===== src/rtl/byte_fetch_if.sv =====
// Byte-wide instruction memory read port used by byte_fetch.
interface byte_fetch_if #(
    parameter int unsigned AW = 64
);
    logic          imem_req;
    logic [AW-1:0] imem_addr;
    logic          imem_ack;
    logic [7:0]    imem_data;
    logic          imem_error;

    modport master (
        output imem_req, imem_addr,
        input  imem_ack, imem_data, imem_error
    );

    modport slave (
        input  imem_req, imem_addr,
        output imem_ack, imem_data, imem_error
    );
endinterface


===== src/rtl/byte_fetch.sv =====
// Y86-style instruction fetch: reads 1..10 bytes one at a time and decodes the fields.
// Optional macro FETCH_IFUN_CHECK_EN additionally flags illegal ifun values as invalid.
module byte_fetch #(
    parameter int unsigned AW = 64
) (
    input  logic            Clk,
    input  logic            Reset,
    input  logic [AW-1:0]   pc,
    input  logic            start,
    byte_fetch_if.master    imem,
    output logic            busy,
    output logic            done,
    output logic [3:0]      icode,
    output logic [3:0]      ifun,
    output logic [3:0]      rA,
    output logic [3:0]      rB,
    output logic [63:0]     valC,
    output logic [AW-1:0]   valP,
    output logic            instr_valid,
    output logic            instr_invalid,
    output logic            imem_err
);

    localparam logic [3:0] NO_REG = 4'hF;

    typedef enum logic [2:0] {S_IDLE, S_BYTE0, S_REGS, S_CONST, S_DONE} state_t;

    state_t        state, state_next;
    logic [AW-1:0] pc_q;
    logic [2:0]    cnt;
    logic          inv_next;

    function automatic logic has_regs(input logic [3:0] ic);
        return ic inside {4'h2, 4'h3, 4'h4, 4'h5, 4'h6, 4'hA, 4'hB};
    endfunction

    function automatic logic has_const(input logic [3:0] ic);
        return ic inside {4'h3, 4'h4, 4'h5, 4'h7, 4'h8};
    endfunction

    // Total instruction length in bytes; C-F fall out as 1 byte.
    function automatic logic [3:0] len_of(input logic [3:0] ic);
        return 4'd1 + (has_regs(ic) ? 4'd1 : 4'd0) + (has_const(ic) ? 4'd8 : 4'd0);
    endfunction

    function automatic logic is_invalid(input logic [7:0] b);
        logic bad;
        bad = (b[7:4] >= 4'hC);
`ifdef FETCH_IFUN_CHECK_EN
        unique case (b[7:4])
            4'h2, 4'h7: bad = bad || (b[3:0] > 4'd6);
            4'h6:       bad = bad || (b[3:0] > 4'd3);
            4'hC, 4'hD, 4'hE, 4'hF: bad = 1'b1;
            default:    bad = bad || (b[3:0] != 4'd0);
        endcase
`endif
        return bad;
    endfunction

    // State register
    always_ff @(posedge Clk) begin
        if (Reset) state <= S_IDLE;
        else       state <= state_next;
    end

    // Next-state logic; a byte is consumed only on an ack edge
    always_comb begin
        state_next = state;
        inv_next   = instr_invalid;
        unique case (state)
            S_IDLE:  if (start) state_next = S_BYTE0;
            S_BYTE0: if (imem.imem_ack) begin
                if (imem.imem_error) begin
                    state_next = S_DONE;
                end else begin
                    inv_next = is_invalid(imem.imem_data);
                    if (has_regs(imem.imem_data[7:4]))       state_next = S_REGS;
                    else if (has_const(imem.imem_data[7:4])) state_next = S_CONST;
                    else                                     state_next = S_DONE;
                end
            end
            S_REGS:  if (imem.imem_ack)
                state_next = (!imem.imem_error && has_const(icode)) ? S_CONST : S_DONE;
            S_CONST: if (imem.imem_ack && (imem.imem_error || cnt == 3'd7))
                state_next = S_DONE;
            S_DONE:  state_next = S_IDLE;
            default: state_next = S_IDLE;
        endcase
    end

    // Datapath, memory request and status registers
    always_ff @(posedge Clk) begin
        if (Reset) begin
            imem.imem_req  <= 1'b0;
            imem.imem_addr <= '0;
            pc_q           <= '0;
            cnt            <= 3'd0;
            busy           <= 1'b0;
            done           <= 1'b0;
            icode          <= 4'h0;
            ifun           <= 4'h0;
            rA             <= NO_REG;
            rB             <= NO_REG;
            valC           <= 64'h0;
            valP           <= '0;
            instr_valid    <= 1'b0;
            instr_invalid  <= 1'b0;
            imem_err       <= 1'b0;
        end else begin
            done <= 1'b0;
            if (state == S_IDLE && start) begin
                pc_q           <= pc;
                imem.imem_addr <= pc;
                imem.imem_req  <= 1'b1;
                cnt            <= 3'd0;
                busy           <= 1'b1;
                instr_valid    <= 1'b0;
                instr_invalid  <= 1'b0;
                imem_err       <= 1'b0;
            end
            if (imem.imem_ack && (state == S_BYTE0 || state == S_REGS || state == S_CONST)) begin
                if (imem.imem_error) begin
                    imem_err <= 1'b1;
                end else if (state == S_BYTE0) begin
                    icode         <= imem.imem_data[7:4];
                    ifun          <= imem.imem_data[3:0];
                    rA            <= NO_REG;
                    rB            <= NO_REG;
                    valC          <= 64'h0;
                    valP          <= pc_q + AW'(len_of(imem.imem_data[7:4]));
                    instr_invalid <= inv_next;
                end else if (state == S_REGS) begin
                    rA <= imem.imem_data[7:4];
                    rB <= imem.imem_data[3:0];
                end else begin
                    valC[{cnt, 3'b000} +: 8] <= imem.imem_data;
                    cnt                      <= cnt + 3'd1;
                end
                if (state_next == S_DONE) begin
                    imem.imem_req <= 1'b0;
                    done          <= 1'b1;
                    instr_valid   <= !inv_next && !imem.imem_error;
                end else begin
                    imem.imem_addr <= imem.imem_addr + AW'(1);
                end
            end
            if (state == S_DONE) busy <= 1'b0;
        end
    end

endmodule


===== src/flat_wrapper.sv =====
// flat-port wrapper written by rule: the top's interface ports become plain ports
module byte_fetch_flat 
#(
    parameter int unsigned AW = 64
)
  (Clk, Reset, pc, start, busy, done, icode, ifun, rA, rB, valC, valP, instr_valid, instr_invalid, imem_err, imem_imem_req, imem_imem_addr, imem_imem_ack, imem_imem_data, imem_imem_error);
  byte_fetch_if #(.AW(AW)) imem_i ();
  input  logic Clk;
  input  logic Reset;
  input  logic [AW-1:0] pc;
  input  logic start;
  output logic busy;
  output logic done;
  output logic [3:0] icode;
  output logic [3:0] ifun;
  output logic [3:0] rA;
  output logic [3:0] rB;
  output logic [63:0] valC;
  output logic [AW-1:0] valP;
  output logic instr_valid;
  output logic instr_invalid;
  output logic imem_err;
  output wire logic [$bits(imem_i.imem_req)-1:0] imem_imem_req;
  output wire logic [$bits(imem_i.imem_addr)-1:0] imem_imem_addr;
  input wire logic [$bits(imem_i.imem_ack)-1:0] imem_imem_ack;
  input wire logic [$bits(imem_i.imem_data)-1:0] imem_imem_data;
  input wire logic [$bits(imem_i.imem_error)-1:0] imem_imem_error;
  assign imem_imem_req = imem_i.imem_req;
  assign imem_imem_addr = imem_i.imem_addr;
  assign imem_i.imem_ack = imem_imem_ack;
  assign imem_i.imem_data = imem_imem_data;
  assign imem_i.imem_error = imem_imem_error;
  byte_fetch #(.AW(AW)) u_core (.Clk(Clk), .Reset(Reset), .pc(pc), .start(start), .imem(imem_i), .busy(busy), .done(done), .icode(icode), .ifun(ifun), .rA(rA), .rB(rB), .valC(valC), .valP(valP), .instr_valid(instr_valid), .instr_invalid(instr_invalid), .imem_err(imem_err));
endmodule

===== config.mk =====
export PLATFORM = sky130hd
export DESIGN_NAME = byte_fetch_flat
export DESIGN_NICKNAME = d
export VERILOG_FILES = /design/src/rtl/byte_fetch_if.sv /design/src/rtl/byte_fetch.sv /design/src/flat_wrapper.sv
export SDC_FILE = /design/constraint.sdc
export NUM_CORES = 1
export LEC_CHECK = 0
export BUFFER_PORTS_ARGS = -buffer_cell sky130_fd_sc_hd__buf_2
export CORE_MARGIN = 3
export CORE_UTILIZATION = 45
export DETAILED_ROUTE_END_ITERATION = 8
export PLACE_DENSITY_LB_ADDON = 0.3
export SYNTH_ARGS = -nofsm -noshare
export SYNTH_HDL_FRONTEND = slang
export SYNTH_SLANG_ARGS = --single-unit

===== constraint.sdc =====
create_clock -name Clk -period 4.3 [get_ports Clk]
set_input_delay 0.645 -clock Clk [delete_from_list [all_inputs] [get_ports Clk]]
set_output_delay 0.645 -clock Clk [all_outputs]
set_load 0.02 [all_outputs]

==> results of run 1 <==
-- placed cells by master (no fill, tap or decap), types with 6 or more instances in the layout --
master / n
or4_1: 20
a21oi_1: 132
and2_1: 14
and3_1: 21
clkbuf_16: 31
nand2b_1: 9
dfxtp_1: 284
nand2_1: 221
a31o_2: 7
inv_1: 16
clkbuf_1: 9
a31oi_1: 52
a311oi_1: 7
xnor2_1: 24
o21bai_1: 10
o21ai_0: 49
o31a_1: 7
nor4_1: 9
ha_1: 10
nand3_1: 63
nand4_1: 48
buf_2: 289
or3_1: 18
buf_4: 14
and4_1: 19
nor2_1: 184
a22oi_1: 62
xor2_1: 40
o21a_1: 8
clkinv_2: 8
a211oi_1: 56
nor3_1: 35
a21o_1: 6
-- where the power goes --
group	switching [mW]	internal [mW]
Sequential	0.149	2.74
Clock	1.06	1.43
Combinational	0.448	0.211
Total	1.65	4.38
-- kinds of logic (layout without fill, tap and decap cells) --
| logic type | count (synthesis) | after routing | share of synthesized area [%] |
|---|---|---|---|
| multiplexers | 6 | 6 | 0.502 |
| AO/OA/AOI/OAI | 423 | 423 | 21.0 |
| buffers and inverters | 122 | 373 | 3.59 |
| flip-flops | 284 | 284 | 43.8 |
| AND/OR/NAND/NOR | 689 | 689 | 25.7 |
| XOR/XNOR | 64 | 64 | 4.32 |
| adder cells (fa/ha/maj) | 10 | 10 | 0.965 |
| other | 0 | 1 | 0 |
-- worst max-delay path, delay by kind of cell (launching register included) --
family	cells	cell delay, ns
AO/OA/AOI/OAI	3	0.62
adder cells (fa/ha/maj)	2	0.43
buffers and inverters	1	0.46
flip-flops	1	0.39
AND/OR/NAND/NOR	3	1.20
-- routing by layer --
metal  vias to the layer above  share of wire, %
met4                         0               2.7
li1                       6279                 -
met2                       662                45
met1                      6138                43
met5                         -                 0
met3                        80               9.2
-- sequential cells by signal, summed over array words and instances, names as in the netlist --
signal                 count
u_core.busy                1
u_core.cnt                 3
u_core.done                1
u_core.icode               4
u_core.ifun                4
u_core.imem.imem_addr     64
u_core.imem.imem_req       1
u_core.imem_err            1
u_core.instr_invalid       1
u_core.instr_valid         1
u_core.pc_q               64
u_core.rA                  4
u_core.rB                  4
u_core.state               3
u_core.valC               64
u_core.valP               64
-- worst paths after layout --
kind	slack, ns	start	endpoint	depth (start not counted)
worst min register to register	0.45	u_core.valP[1]$_SDFFE_PP0P_	u_core.valP[1]$_SDFFE_PP0P_	2
worst max register to register	1.10	u_core.cnt[0]$_SDFF_PP0_	u_core.imem.imem_addr[40]$_SDFF_PP0_	9
worst max-delay path	1.10	u_core.cnt[0]$_SDFF_PP0_	u_core.imem.imem_addr[40]$_SDFF_PP0_	9
worst min-delay path	0.35	pc[51]	u_core.pc_q[51]$_SDFFE_PP0P_	3
-- area by class of cell --
class | instances | share of cell area (%)
timing repair buffer | 304 | 10.1
inverter | 16 | 0.386
multi-input combinational | 1192 | 44.0
clock inverter | 10 | 0.522
sequential | 284 | 36.5
antenna | 1 | 0.0161
clock buffer | 43 | 5.47
tap | 378 | 3.04
-- per-stage QoR --
| step | hold slack, ns | utilization (%) |
|---|---|---|
| final | 0.354 | 55.4 |
| after global routing | 0.350 | 55.4 |
| after CTS | 0.329 | 55.4 |
| after detailed placement | 0.445 | 52.1 |
| after global placement | 0.438 | 52.1 |
| after floorplan | 0.441 | - |
==> flow_summary.ini, run 1 <==
[run_status]
outcome = finished, final reports clean

[synthesis]
synth-warning-count = 0
syn_area_per_cell_um2 = 8.11
synthTopCellsByCount = dfxtp_1, nand2_1, nor2_1
synth_top_cells_by_area = dfxtp_1, nand2_1, nor2_1
synth_area_um2 = 13000
synth_most_common_cell = dfxtp_1
synth_edf_count = 0
synthFlopType = dfxtp_1
seq_area_frac_synth_pct = 43.8
yosysUniqueCellTypes = 62
synth_largest_area_cell = dfxtp_1
ys_ff_latch = 284
netlist_instances = 1598
async_flop_share_pct = 0
syn-num-nets = 1685
synth_top_area_share_pct = 43.8

[setup_path]
cpPeakStageDelay_ns = 0.47
cpMaxStageDelayCell = or4bb_1
worst-endpoint-arrival_ns = 3.68
cp_common_cell = ha_1
crit_path_end_kind = flop
crit_chain = ha_1 > ha_1 > or4bb_1 > o21ai_0 > o31a_2 > buf_4 > nand3_1 > or3_1 > a31oi_1
critPathLaunchType = flop
worstPathRequired_ns = 4.78
cp_max_fo = 48
worstSetupPathType = reg2reg

[placement]
pre_cts_ws_ns = 0.596
dpl.hpwl_mm = 30.1
place_area_um2 = 14600
port_buffers = 290
place_inst = 2174
gp_congestion = 0.930

[global_routing]
grtUsageTotal_pct = 25.9
grt_pass1_wl_mm = 65.6
antenna_found_initial = 1
use_met3_pct = 4.82
gr-total-overflow = 0
grt_pass1_vias = 11900
met1_usage_pct = 35.7
top_usage_layer = met2
met2_usage_pct = 41.5
grt_start_max_net_pins = 160

[layout]
area_delta_synth_final_pct = 20.0
multi_input_area_um2 = 6850
seqCellArea_um2 = 5690
fill_cells = 2750
finalInstanceArea_um2 = 15600
layout-drive-gt1-share_pct = 20.4
fin_cells = 2228
final_nets = 1916

[sta]
hold_viol_final = 0
clock_skew_ns = 0.0157
drv_slew = 0
rsz0062_at_grt = no
timing.fmax_ghz = 0.313
tns_ns = 0
final.min_clock_period_ns = 3.20
relSlewSlack_pct = 26.1
finalCritPeriodShare_pct = 74.4
worst_pin_slew_ns = 1.11
setup_viol = 0
setup_slack_ns = 1.10

[die]
die_w_um = 176
start_util_pct = 46.2
dieArea_um2 = 30900
rows = 61
fp.dieH_um = 176
io_pins = 291
core_um2 = 28100

[detailed_routing]
antenna_left = 0
post_drt_wl_per_cell_um = 18.9
finalWirelength_mm = 42.1
vias = 13200
viasPerCell = 5.91
dr.pass1.iters = 6
drt-initial-drc-count = 1320
drcViolationCount = 0

[cts]
cts_sinks = 284
cts_root_buffer = clkbuf_16
clkTransAtPathRegs_ns = 0.06
htreeDepth = 1
cts_setup_buffers = 0
numCtsBuffers = 31
cts_tree = yes
holdBufCountCts = 0
post_cts_resized = 0
clk_path_buf_depth = 3
clk_latency_ns = 0.56

[worst_hold_path]
hp-class = in2reg

[power]
power_mw = 6.03
p_per_area_nw_per_um2 = 388
p_leak_nw = 6.04
vdd_drop_max_mv = 0.292

[flow_run]
cap_violations = 0
(Power assumes the default switching activity.)
==> run 2: changes to the inputs <==
- clock period: 4.3 -> 2.58 ns (I/O delays scaled with it)
==> flow_summary.ini, run 2 (synthesis gave the netlist of run 1 again) <==
[run_status]
outcome = finished, final reports clean

[setup_path]
crit_chain = ha_4 > ha_4 > or4bb_4 > o21ai_4 > o31a_1 > buf_12 > buf_12 > nand2_1 > buf_4 > or3_1 > a31oi_1
crit_path_end_kind = flop
worstSetupPathType = reg2reg
worst-path-buf-inv = 3
worst-endpoint-arrival_ns = 2.98
cpPeakStageDelay_ns = 0.55
worstPathRequired_ns = 3.07
cpMaxStageDelayCell = or4bb_4
cp_max_fo = 6
critPathLaunchType = flop
critPathTopFamily = simple AND/OR/NAND/NOR gates

[detailed_routing]
drt-initial-drc-count = 1287
vias = 13700
dr.pass1.iters = 5
finalWirelength_mm = 44.5
antenna_left = 0
viasPerCell = 5.77
drcViolationCount = 0
post_drt_wl_per_cell_um = 18.8

[die]
dieArea_um2 = 30900
die_w_um = 176
rows = 61
io_pins = 291
start_util_pct = 46.2
fp.dieH_um = 176
core_um2 = 28100

[cts]
numCtsBuffers = 31
cts_tree = yes
holdBufCountCts = 0
clk_path_buf_depth = 3
clkTransAtPathRegs_ns = 0.06
cts_root_buffer = clkbuf_16
cts_sinks = 284
clk_latency_ns = 0.56
htreeDepth = 1

[sta]
hold_viol_final = 0
drv_slew = 0
setup_viol = 0
whs_ns = 0.0945
clock_skew_ns = 0.00895
finalCritPeriodShare_pct = 96.6
rsz0062_at_grt = yes
tns_ns = 0
relSlewSlack_pct = 51.0
worst_pin_slew_ns = 0.735
final.min_clock_period_ns = 2.49
timing.fmax_ghz = 0.401

[layout]
finalInstanceArea_um2 = 16900
fill_cells = 2601
final_nets = 2053
seqCellArea_um2 = 5690
n_antenna_cell = 0
layout_commonest_cell = buf_2
fin_cells = 2367
area_delta_synth_final_pct = 30.6
mostFrequentLayoutCells = buf_2, dfxtp_1, nand2_1
multi_input_area_um2 = 6940
layout-drive-gt1-share_pct = 26.8

[flow_run]
cap_violations = 0

[global_routing]
grt_start_max_net_pins = 105
grt_pass1_wl_mm = 69.1
grt_pass1_vias = 12500
grtUsageTotal_pct = 27.4
antenna_found_initial = 0
gr-total-overflow = 0

[placement]
port_buffers = 290
dpl.hpwl_mm = 33.1
place_inst = 2304
gp_congestion = 0.947
place_area_um2 = 15800

[power]
p_per_area_nw_per_um2 = 628
p_leak_nw = 6.82
vdd_drop_max_mv = 0.460

[worst_hold_path]
hp-class = in2reg
[run 2: power by group]
part	total (mW)	leakage, nW	switching, mW	internal [mW]
logic	1.40	4.02	0.868	0.530
registers	4.74	2.31	0.181	4.56
clock network	4.50	0.496	1.86	2.64
total	10.6	6.82	2.91	7.73
[run 2: area by class of cell]
| cell class | count | area share [%] |
|---|---|---|
| multi-input cells | 1192 | 41.0 |
| flip-flops and latches | 284 | 33.6 |
| repair buffers | 441 | 16.3 |
| clock buffers | 39 | 4.82 |
| well taps | 378 | 2.79 |
| clock inverters | 17 | 1.20 |
| inverters | 16 | 0.355 |
[run 2: what timing repair did]
item / in CTS / in global routing
pin swaps: 0 / 6
endpoints found under the hold margin: 0 / 0
endpoints found under the setup margin: 5 / 59
buffers inserted: 0 / 7
gates resized for setup: 2 / 26
[run 2: path summary, 6_finish.rpt]
path | end | slack, ns | depth (start not counted) | startpoint
setup / recovery | u_core.imem.imem_addr[48]$_SDFF_PP0_ | 0.09 | 11 | u_core.cnt[0]$_SDFF_PP0_
setup reg to reg | u_core.imem.imem_addr[48]$_SDFF_PP0_ | 0.09 | 11 | u_core.cnt[0]$_SDFF_PP0_
hold / removal | u_core.imem.imem_addr[50]$_SDFF_PP0_ | 0.09 | 3 | pc[50]
hold reg to reg | u_core.valC[36]$_SDFFE_PP0P_ | 0.46 | 2 | u_core.valC[36]$_SDFFE_PP0P_
[run 2: tightest hold or removal path: stages]
cell and delay (ns):
buf_2 0.10, nand2_1 0.06, a21oi_1 0.06
[run 2: metal layers]
layer | part of all wire, % | wire length, um | vias to the layer above | GRT usage [%]
li1 | - | - | 6544 | -
met1 | 42 | 18700 | 6420 | 37.3
met2 | 47 | 20800 | 635 | 45.2
met3 | 9.1 | 4030 | 65 | 4.65
met4 | 2.2 | 974 | 0 | 6.90
met5 | 0 | 0 | - | 0
[run 2: stage by stage]
stage                     util, %  power [mW]  setup slack (ns)
after floorplan                 -        5.53           -0.0514
after global placement       56.1        6.15            -0.157
after detailed placement     56.1        6.17            -0.226
after CTS                    59.7        10.7            0.0513
after global routing         60.3        11.0           -0.0360
final                        60.3        10.6            0.0875
